===== src/rtl/ftdi_stream_bridge_pkg.sv =====
`default_nettype none
// ============================================================================
//  Module   : ftdi_pkg
//  Purpose  : Shared constants and FSM state types for the FTDI stream bridge
//  Revision : 1.0 - initial release
// ============================================================================
package ftdi_pkg;

    // Width of one byte on every controller and top-level data path
    localparam int FTDI_BYTE_W      = 8;

    // FIFO address width used when the instantiating level does not override it
    localparam int FTDI_FIFO_AW_DEF = 4;

    // TX interlock state encodings
    localparam logic [1:0] TX_IDLE_ENC = 2'd0;
    localparam logic [1:0] TX_REQ_ENC  = 2'd1;
    localparam logic [1:0] TX_DROP_ENC = 2'd2;

    // RX interlock state encodings
    localparam logic [0:0] RX_IDLE_ENC = 1'b0;
    localparam logic [0:0] RX_ACK_ENC  = 1'b1;

    typedef enum logic [1:0] {
        TX_IDLE = TX_IDLE_ENC,
        TX_REQ  = TX_REQ_ENC,
        TX_DROP = TX_DROP_ENC
    } tx_state_e;

    typedef enum logic [0:0] {
        RX_IDLE = RX_IDLE_ENC,
        RX_ACK  = RX_ACK_ENC
    } rx_state_e;

endpackage
`default_nettype wire


===== src/rtl/ftdi_stream_bridge_if.sv =====
`default_nettype none
// ============================================================================
//  Module   : ftdi_stream_bridge_if
//  Purpose  : Top-level byte streams plus controller interlock signals
//  Revision : 1.0 - initial release
// ============================================================================
interface ftdi_stream_bridge_if
    import ftdi_pkg::*;
#(
    parameter int FIFO_AW = FTDI_FIFO_AW_DEF
) ();

    // Top-level TX stream
    logic                   in_tx_valid;
    logic                   out_tx_ready;
    logic [FTDI_BYTE_W-1:0] in_tx_byte;

    // Top-level RX stream
    logic                   out_rx_valid;
    logic                   in_rx_ready;
    logic [FTDI_BYTE_W-1:0] out_rx_byte;
    logic                   in_rx_allow;

    // Controller TX interlock
    logic                   out_ctl_tx_hsk_req;
    logic                   in_ctl_tx_hsk_ack;
    logic [FTDI_BYTE_W-1:0] out_ctl_tx_data;

    // Controller RX interlock
    logic                   in_ctl_rx_hsk_req;
    logic                   out_ctl_rx_hsk_ack;
    logic [FTDI_BYTE_W-1:0] in_ctl_rx_data;
    logic                   out_ctl_rx_en;

    // FIFO occupancy
    logic [FIFO_AW:0]       out_tx_level;
    logic [FIFO_AW:0]       out_rx_level;

    // Bridge side
    modport slave (
        input  in_tx_valid, in_tx_byte, in_rx_ready, in_rx_allow,
               in_ctl_tx_hsk_ack, in_ctl_rx_hsk_req, in_ctl_rx_data,
        output out_tx_ready, out_rx_valid, out_rx_byte,
               out_ctl_tx_hsk_req, out_ctl_tx_data, out_ctl_rx_hsk_ack,
               out_ctl_rx_en, out_tx_level, out_rx_level
    );

    // Driving side (top-level logic and controller together)
    modport master (
        output in_tx_valid, in_tx_byte, in_rx_ready, in_rx_allow,
               in_ctl_tx_hsk_ack, in_ctl_rx_hsk_req, in_ctl_rx_data,
        input  out_tx_ready, out_rx_valid, out_rx_byte,
               out_ctl_tx_hsk_req, out_ctl_tx_data, out_ctl_rx_hsk_ack,
               out_ctl_rx_en, out_tx_level, out_rx_level
    );

endinterface
`default_nettype wire


===== src/rtl/ftdi_stream_bridge_byte_fifo.sv =====
`default_nettype none
// ============================================================================
//  Module   : byte_fifo
//  Purpose  : Synchronous first-word-fall-through byte FIFO, depth 2**AW
//  Revision : 1.0 - initial release
// ============================================================================
module byte_fifo
    import ftdi_pkg::*;
#(
    parameter int AW = FTDI_FIFO_AW_DEF
) (
    input  wire logic                   clk,
    input  wire logic                   rst,
    input  wire logic                   push_i,
    input  wire logic [FTDI_BYTE_W-1:0] wdata_i,
    input  wire logic                   pop_i,
    output logic      [FTDI_BYTE_W-1:0] rdata_o,
    output logic                        full_o,
    output logic                        empty_o,
    output logic      [AW:0]            level_o
);

    localparam int          c_depth     = 2 ** AW;
    localparam logic [AW:0] c_depth_w   = (AW+1)'(c_depth);
    localparam logic [AW:0] c_level_one = (AW+1)'(1);
    localparam logic [AW-1:0] c_ptr_one = AW'(1);

    logic [FTDI_BYTE_W-1:0] mem_q [c_depth];
    logic [AW-1:0]          wr_ptr_q;
    logic [AW-1:0]          rd_ptr_q;
    logic [AW:0]            level_q;

    logic                   w_full;
    logic                   w_empty;
    logic                   w_pop_ok;
    logic                   w_push_ok;

    assign w_full    = (level_q == c_depth_w);
    assign w_empty   = (level_q == '0);
    assign w_pop_ok  = pop_i && !w_empty;
    // A pop in the same cycle frees the slot, so a full FIFO still takes the push
    assign w_push_ok = push_i && (!w_full || w_pop_ok);

    // Pointer and occupancy bookkeeping
    always_ff @(posedge clk) begin
        if (rst) begin
            wr_ptr_q <= '0;
            rd_ptr_q <= '0;
            level_q  <= '0;
        end else begin
            if (w_push_ok) begin
                wr_ptr_q <= wr_ptr_q + c_ptr_one;
            end
            if (w_pop_ok) begin
                rd_ptr_q <= rd_ptr_q + c_ptr_one;
            end
            if (w_push_ok && !w_pop_ok) begin
                level_q <= level_q + c_level_one;
            end else if (w_pop_ok && !w_push_ok) begin
                level_q <= level_q - c_level_one;
            end
        end
    end

    // Storage write; contents need no reset since the head is masked when empty
    always_ff @(posedge clk) begin
        if (w_push_ok) begin
            mem_q[wr_ptr_q] <= wdata_i;
        end
    end

    assign rdata_o = w_empty ? '0 : mem_q[rd_ptr_q];
    assign full_o  = w_full;
    assign empty_o = w_empty;
    assign level_o = level_q;

endmodule
`default_nettype wire


===== src/rtl/ftdi_stream_bridge.sv =====
`default_nettype none
// ============================================================================
//  Module   : ftdi_stream_bridge
//  Purpose  : Converts the FTDI controller 4-phase TX/RX interlocks into two
//             buffered valid/ready byte streams and paces the controller's
//             RX enable so received bytes always find room.
//  Revision : 1.0 - initial release
// ============================================================================
module ftdi_stream_bridge
    import ftdi_pkg::*;
#(
    parameter int FIFO_AW     = FTDI_FIFO_AW_DEF,
    parameter int RX_HEADROOM = 2
) (
    input  wire logic            in_clk,
    input  wire logic            in_rst,
    ftdi_stream_bridge_if.slave  bus
);

    localparam logic [FIFO_AW:0] c_depth    = (FIFO_AW+1)'(2 ** FIFO_AW);
    localparam logic [FIFO_AW:0] c_headroom = (FIFO_AW+1)'(RX_HEADROOM);

    // ------------------------------------------------------------------
    // FIFOs
    // ------------------------------------------------------------------
    logic [FTDI_BYTE_W-1:0] w_tx_head;
    logic                   w_tx_full;
    logic                   w_tx_empty;
    logic [FIFO_AW:0]       w_tx_level;
    logic                   w_tx_pop;

    logic [FTDI_BYTE_W-1:0] w_rx_head;
    logic                   w_rx_full;
    logic                   w_rx_empty;
    logic [FIFO_AW:0]       w_rx_level;
    logic                   w_rx_push;
    logic                   w_rx_pop;

    byte_fifo #(
        .AW      (FIFO_AW)
    ) u_tx_fifo (
        .clk     (in_clk),
        .rst     (in_rst),
        .push_i  (bus.in_tx_valid),
        .wdata_i (bus.in_tx_byte),
        .pop_i   (w_tx_pop),
        .rdata_o (w_tx_head),
        .full_o  (w_tx_full),
        .empty_o (w_tx_empty),
        .level_o (w_tx_level)
    );

    byte_fifo #(
        .AW      (FIFO_AW)
    ) u_rx_fifo (
        .clk     (in_clk),
        .rst     (in_rst),
        .push_i  (w_rx_push),
        .wdata_i (bus.in_ctl_rx_data),
        .pop_i   (bus.in_rx_ready),
        .rdata_o (w_rx_head),
        .full_o  (w_rx_full),
        .empty_o (w_rx_empty),
        .level_o (w_rx_level)
    );

    assign w_rx_pop = bus.in_rx_ready && !w_rx_empty;

    // ------------------------------------------------------------------
    // TX interlock FSM
    // ------------------------------------------------------------------
    tx_state_e              tx_state_q, tx_state_d;
    logic                   tx_req_q,   tx_req_d;
    logic [FTDI_BYTE_W-1:0] tx_data_q,  tx_data_d;

    // TX state, request and output data registers
    always_ff @(posedge in_clk) begin
        if (in_rst) begin
            tx_state_q <= TX_IDLE;
            tx_req_q   <= 1'b0;
            tx_data_q  <= '0;
        end else begin
            tx_state_q <= tx_state_d;
            tx_req_q   <= tx_req_d;
            tx_data_q  <= tx_data_d;
        end
    end

    // TX next state; data is only reloaded on the ack cycle, when the
    // controller has finished its previous write and no longer samples it
    always_comb begin
        tx_state_d = tx_state_q;
        tx_req_d   = tx_req_q;
        tx_data_d  = tx_data_q;
        w_tx_pop   = 1'b0;
        case (tx_state_q)
            TX_IDLE: begin
                tx_req_d = 1'b0;
                if (!w_tx_empty && !bus.in_ctl_tx_hsk_ack) begin
                    tx_req_d   = 1'b1;
                    tx_state_d = TX_REQ;
                end
            end
            TX_REQ: begin
                tx_req_d = 1'b1;
                if (bus.in_ctl_tx_hsk_ack) begin
                    tx_data_d  = w_tx_head;
                    w_tx_pop   = 1'b1;
                    tx_req_d   = 1'b0;
                    tx_state_d = TX_DROP;
                end
            end
            TX_DROP: begin
                tx_req_d = 1'b0;
                if (!bus.in_ctl_tx_hsk_ack) begin
                    tx_state_d = TX_IDLE;
                end
            end
            default: begin
                tx_req_d   = 1'b0;
                tx_state_d = TX_IDLE;
            end
        endcase
    end

    // ------------------------------------------------------------------
    // RX interlock FSM
    // ------------------------------------------------------------------
    rx_state_e rx_state_q, rx_state_d;
    logic      rx_ack_q,   rx_ack_d;
    logic      rx_ovf_q;
    logic      w_rx_overflow;

    // RX state and acknowledge registers
    always_ff @(posedge in_clk) begin
        if (in_rst) begin
            rx_state_q <= RX_IDLE;
            rx_ack_q   <= 1'b0;
        end else begin
            rx_state_q <= rx_state_d;
            rx_ack_q   <= rx_ack_d;
        end
    end

    // RX next state; the byte is captured once, on the first req cycle
    always_comb begin
        rx_state_d = rx_state_q;
        rx_ack_d   = rx_ack_q;
        w_rx_push  = 1'b0;
        case (rx_state_q)
            RX_IDLE: begin
                rx_ack_d = 1'b0;
                if (bus.in_ctl_rx_hsk_req) begin
                    w_rx_push  = 1'b1;
                    rx_ack_d   = 1'b1;
                    rx_state_d = RX_ACK;
                end
            end
            RX_ACK: begin
                rx_ack_d = 1'b1;
                if (!bus.in_ctl_rx_hsk_req) begin
                    rx_ack_d   = 1'b0;
                    rx_state_d = RX_IDLE;
                end
            end
            default: begin
                rx_ack_d   = 1'b0;
                rx_state_d = RX_IDLE;
            end
        endcase
    end

    // A push that the FIFO cannot take is still acknowledged but the byte is lost
    assign w_rx_overflow = w_rx_push && w_rx_full && !w_rx_pop;

    // Sticky record of any lost RX byte
    always_ff @(posedge in_clk) begin
        if (in_rst) begin
            rx_ovf_q <= 1'b0;
        end else if (w_rx_overflow) begin
            rx_ovf_q <= 1'b1;
        end
    end

    a_no_rx_overflow: assert property (@(posedge in_clk) disable iff (in_rst) !rx_ovf_q);

    // ------------------------------------------------------------------
    // RX enable pacing
    // ------------------------------------------------------------------
    logic             rx_en_q, rx_en_d;
    logic [FIFO_AW:0] w_rx_free;

    assign w_rx_free = c_depth - w_rx_level;
    // Headroom covers the byte already in flight plus this register's one-cycle lag
    assign rx_en_d   = bus.in_rx_allow && (w_rx_free >= c_headroom);

    // Registered RX enable
    always_ff @(posedge in_clk) begin
        if (in_rst) begin
            rx_en_q <= 1'b0;
        end else begin
            rx_en_q <= rx_en_d;
        end
    end

    // ------------------------------------------------------------------
    // Outputs
    // ------------------------------------------------------------------
    assign bus.out_tx_ready       = !w_tx_full;
    assign bus.out_rx_valid       = !w_rx_empty;
    assign bus.out_rx_byte        = w_rx_head;
    assign bus.out_ctl_tx_hsk_req = tx_req_q;
    assign bus.out_ctl_tx_data    = tx_data_q;
    assign bus.out_ctl_rx_hsk_ack = rx_ack_q;
    assign bus.out_ctl_rx_en      = rx_en_q;
    assign bus.out_tx_level       = w_tx_level;
    assign bus.out_rx_level       = w_rx_level;

endmodule
`default_nettype wire


===== src/flat_wrapper.sv =====
// flat-port wrapper written by rule: the top's interface ports become plain ports
module ftdi_stream_bridge_flat import ftdi_pkg::*;
#(
    parameter int FIFO_AW     = FTDI_FIFO_AW_DEF,
    parameter int RX_HEADROOM = 2
)
  (in_clk, in_rst, bus_in_tx_valid, bus_in_tx_byte, bus_in_rx_ready, bus_in_rx_allow, bus_in_ctl_tx_hsk_ack, bus_in_ctl_rx_hsk_req, bus_in_ctl_rx_data, bus_out_tx_ready, bus_out_rx_valid, bus_out_rx_byte, bus_out_ctl_tx_hsk_req, bus_out_ctl_tx_data, bus_out_ctl_rx_hsk_ack, bus_out_ctl_rx_en, bus_out_tx_level, bus_out_rx_level);
  ftdi_stream_bridge_if #(.FIFO_AW(FIFO_AW)) bus_i ();
  input  wire logic in_clk;
  input  wire logic in_rst;
  input wire logic [$bits(bus_i.in_tx_valid)-1:0] bus_in_tx_valid;
  input wire logic [$bits(bus_i.in_tx_byte)-1:0] bus_in_tx_byte;
  input wire logic [$bits(bus_i.in_rx_ready)-1:0] bus_in_rx_ready;
  input wire logic [$bits(bus_i.in_rx_allow)-1:0] bus_in_rx_allow;
  input wire logic [$bits(bus_i.in_ctl_tx_hsk_ack)-1:0] bus_in_ctl_tx_hsk_ack;
  input wire logic [$bits(bus_i.in_ctl_rx_hsk_req)-1:0] bus_in_ctl_rx_hsk_req;
  input wire logic [$bits(bus_i.in_ctl_rx_data)-1:0] bus_in_ctl_rx_data;
  output wire logic [$bits(bus_i.out_tx_ready)-1:0] bus_out_tx_ready;
  output wire logic [$bits(bus_i.out_rx_valid)-1:0] bus_out_rx_valid;
  output wire logic [$bits(bus_i.out_rx_byte)-1:0] bus_out_rx_byte;
  output wire logic [$bits(bus_i.out_ctl_tx_hsk_req)-1:0] bus_out_ctl_tx_hsk_req;
  output wire logic [$bits(bus_i.out_ctl_tx_data)-1:0] bus_out_ctl_tx_data;
  output wire logic [$bits(bus_i.out_ctl_rx_hsk_ack)-1:0] bus_out_ctl_rx_hsk_ack;
  output wire logic [$bits(bus_i.out_ctl_rx_en)-1:0] bus_out_ctl_rx_en;
  output wire logic [$bits(bus_i.out_tx_level)-1:0] bus_out_tx_level;
  output wire logic [$bits(bus_i.out_rx_level)-1:0] bus_out_rx_level;
  assign bus_i.in_tx_valid = bus_in_tx_valid;
  assign bus_i.in_tx_byte = bus_in_tx_byte;
  assign bus_i.in_rx_ready = bus_in_rx_ready;
  assign bus_i.in_rx_allow = bus_in_rx_allow;
  assign bus_i.in_ctl_tx_hsk_ack = bus_in_ctl_tx_hsk_ack;
  assign bus_i.in_ctl_rx_hsk_req = bus_in_ctl_rx_hsk_req;
  assign bus_i.in_ctl_rx_data = bus_in_ctl_rx_data;
  assign bus_out_tx_ready = bus_i.out_tx_ready;
  assign bus_out_rx_valid = bus_i.out_rx_valid;
  assign bus_out_rx_byte = bus_i.out_rx_byte;
  assign bus_out_ctl_tx_hsk_req = bus_i.out_ctl_tx_hsk_req;
  assign bus_out_ctl_tx_data = bus_i.out_ctl_tx_data;
  assign bus_out_ctl_rx_hsk_ack = bus_i.out_ctl_rx_hsk_ack;
  assign bus_out_ctl_rx_en = bus_i.out_ctl_rx_en;
  assign bus_out_tx_level = bus_i.out_tx_level;
  assign bus_out_rx_level = bus_i.out_rx_level;
  ftdi_stream_bridge #(.FIFO_AW(FIFO_AW), .RX_HEADROOM(RX_HEADROOM)) u_core (.in_clk(in_clk), .in_rst(in_rst), .bus(bus_i));
endmodule

===== config.mk =====
export PLATFORM = sky130hd
export DESIGN_NAME = ftdi_stream_bridge_flat
export DESIGN_NICKNAME = d
export VERILOG_FILES = /design/src/rtl/ftdi_stream_bridge_pkg.sv /design/src/rtl/ftdi_stream_bridge_if.sv /design/src/rtl/ftdi_stream_bridge_byte_fifo.sv /design/src/rtl/ftdi_stream_bridge.sv /design/src/flat_wrapper.sv
export SDC_FILE = /design/constraint.sdc
export NUM_CORES = 1
export LEC_CHECK = 0
export ABC_AREA = 1
export BUFFER_PORTS_ARGS = -buffer_cell sky130_fd_sc_hd__buf_2
export CORE_MARGIN = 4
export CORE_UTILIZATION = 34
export DETAILED_ROUTE_END_ITERATION = 10
export SYNTH_ARGS = -nofsm -noshare
export SYNTH_HDL_FRONTEND = slang
export SYNTH_HIERARCHICAL = 1
export SYNTH_SLANG_ARGS = --single-unit

===== constraint.sdc =====
create_clock -name in_clk -period 3.3 [get_ports in_clk]
set_clock_uncertainty 0.05 [all_clocks]
set_input_delay 0.165 -clock in_clk [delete_from_list [all_inputs] [get_ports in_clk]]
set_output_delay 0.165 -clock in_clk [all_outputs]
set_load 0.005 [all_outputs]

==> flow_metrics.tcl <==
set metrics [dict create \
    syn_area_per_cell_um2 10.92 \
    finalSetupTns_ns 0 \
    hpwl_um 18040 \
    cpLargestDelayFamily "buffers and inverters" \
    vias 8324 \
    die_x_um 202.2 \
    critPathCaptureType "primary output" \
    wire_per_inst_um 16.24 \
    viasPerCell 4.708 \
    cts_resized 0 \
    track_usage_pct 14.02 \
    grt_setup_unrepaired "false" \
    die_y_um 202.2 \
    p_per_area_mw_per_mm2 681.5 \
    startpoint_type "flip-flop" \
    ios 54 \
    slowest_stage "inv_1" \
    fin_area_mm2 0.01459 \
    nets 1283 \
    synth.cell_area_mm2 0.01282 \
    gp_congestion 0.8082 \
    cts_root_buf "clkbuf_16" \
    critPathBufInv 2 \
    placed_area_mm2 0.01341 \
    timing.hold.ws_ns 0.01021 \
    cap_violations 0 \
    crit_type "reg -> out" \
    rows 70 \
    instances_no_fill 1768 \
    required_ns 3.08 \
    overflow 0 \
    critical_path.max_stage_delay_ns 0.85 \
    ctsHtreeMaxLevel 2 \
    place_inst 1694 \
    post-route-min-period_ns 2.630 \
    fp.coreArea_mm2 0.03687 \
    hp-class "in -> reg" \
    postRouteWirelength_um 28720 \
    setup_viol 0 \
    drt-initial-drc-count 481 \
    total_power_mw 9.945 \
    path_clk_slew_ns 0.06 \
    cts_buffers 35 \
    max_freq_mhz 380.3 \
    p_leak_nw 5.446 \
    netlist_instances 1174 \
    antenna_cells 0 \
    start_util_pct 34.76 \
    clock_sinks 303 \
    postSynthNetCount 1219 \
    slew_headroom_pct 20.43 \
    peakVddDrop_uv 429.4 \
    timing.critical_path.cells "inv_1 -> nand3_1 -> nand3_1 -> nand2_1 -> nand2_1 -> a21oi_1 -> buf_2" \
    grt_max_degree 65 \
    tightest_slew_ns 1.192 \
    layout_worst_path_cycle_share_pct 79.68 \
    clk_path_buf_depth 3 \
    fillers 3565 \
    antenna_found_initial 0 \
    first_global_vias 8231 \
    die_area_mm2 0.04086 \
    area_delta_synth_final_pct 13.86 \
    multiInputGateArea_mm2 0.003590 \
    status "finished clean" \
    hold_viol 0 \
    io_buffers 53 \
    cp.arrival_ns 2.41 \
    layout-drive-gt1-share_pct 11.08 \
    drt_pass1_iterations 5 \
    cts_hold_buf 11 \
    seqCellArea_mm2 0.008631 \
    clock_latency_ns 0.52 \
    yosysWarnings 6 \
    ant_nets 0 \
    cts_tree "yes" \
    drv_slew 0 \
    grt_pass1_wl_um 45680 \
    crit_fanout 32 \
    drc 0 \
    post_cts_buffers 0 \
]
## path summary, 6_finish.rpt
path,depth (start not counted),end,slack (ns),start
max reg2reg,15,u_core/u_tx_fifo/level_o[4],0.69,u_core/tx_state_q[0]
min,1,u_core/u_rx_fifo/mem_q[2][5],0.01,bus_in_ctl_rx_data[5]
min reg2reg,1,u_core/bus.out_ctl_tx_hsk_req,0.42,u_core/tx_state_q[1]
max,7,bus_out_rx_byte[4],0.67,flip-flop
## sequential cells by signal, summed over array words and instances (netlist names), named ones only
register and count:
u_core/bus.out_ctl_rx_hsk_ack 1, u_core/u_rx_fifo/mem_q 128, u_core/bus.out_ctl_tx_data 8, u_core/u_rx_fifo/level_o 5, u_core/u_tx_fifo/rd_ptr_q 4, u_core/bus.out_ctl_tx_hsk_req 1
u_core/u_rx_fifo/wr_ptr_q 4, u_core/u_tx_fifo/level_o 5, u_core/u_tx_fifo/mem_q 128, u_core/u_rx_fifo/rd_ptr_q 4, u_core/bus.out_ctl_rx_en 1, u_core/u_tx_fifo/wr_ptr_q 4
u_core/tx_state_q 2
## report_power, final
group	total [mW]	switching (mW)	internal, mW
Sequential	4.42	0.121	4.29
Combinational	1.95	1.29	0.655
Clock	3.58	1.49	2.09
Total	9.95	2.90	7.04
## final cells by class
| cell class | count | share of cell area [%] |
|---|---|---|
| Inverter | 52 | 1.423 |
| Multi-Input combinational cell | 770 | 24.60 |
| Sequential cell | 303 | 59.14 |
| Clock buffer | 44 | 6.379 |
| Clock inverter | 19 | 0.9432 |
| Timing Repair Buffer | 76 | 3.190 |
| Tap cell | 504 | 4.321 |
## through the flow
stage,setup WS (ns),utilization (%)
final,0.6705,39.58
after global routing,0.4376,39.58
after CTS,0.6076,39.58
after detailed placement,0.7058,36.38
after global placement,0.7577,36.38
after floorplan,0.9886,-
## layout by cell type, fill, tap and decap left out, types with 2 or more instances in the layout
master / count
nor4_1: 2
fa_1: 2
nand4_1: 2
buf_4: 12
buf_2: 53
o21ai_1: 2
a21oi_1: 40
o21ai_0: 15
clkbuf_1: 8
clkinv_8: 2
dfxtp_2: 2
inv_1: 46
dfxtp_1: 45
nand3_1: 205
dlygate4sd3_1: 11
edfxtp_1: 256
nor2_1: 62
clkinv_1: 11
inv_6: 3
nor2_2: 2
inv_2: 3
a21oi_2: 8
nand2_1: 383
ha_1: 20
clkinv_2: 4
or2_2: 2
nand2_2: 10
clkbuf_16: 36
xor2_1: 10
xnor2_1: 2
nand2b_1: 2
## routing by layer
| layer | vias to the layer above | share of wire (%) | track usage, % |
|---|---|---|---|
| met1 | 3896 | 43 | 18.44 |
| met4 | 0 | 2.0 | 3.831 |
| li1 | 4146 | - | - |
| met2 | 237 | 48 | 23.20 |
| met3 | 45 | 7.4 | 3.562 |
| met5 | - | 0 | 0 |
Note: power is estimated with default switching activity, not from simulation.
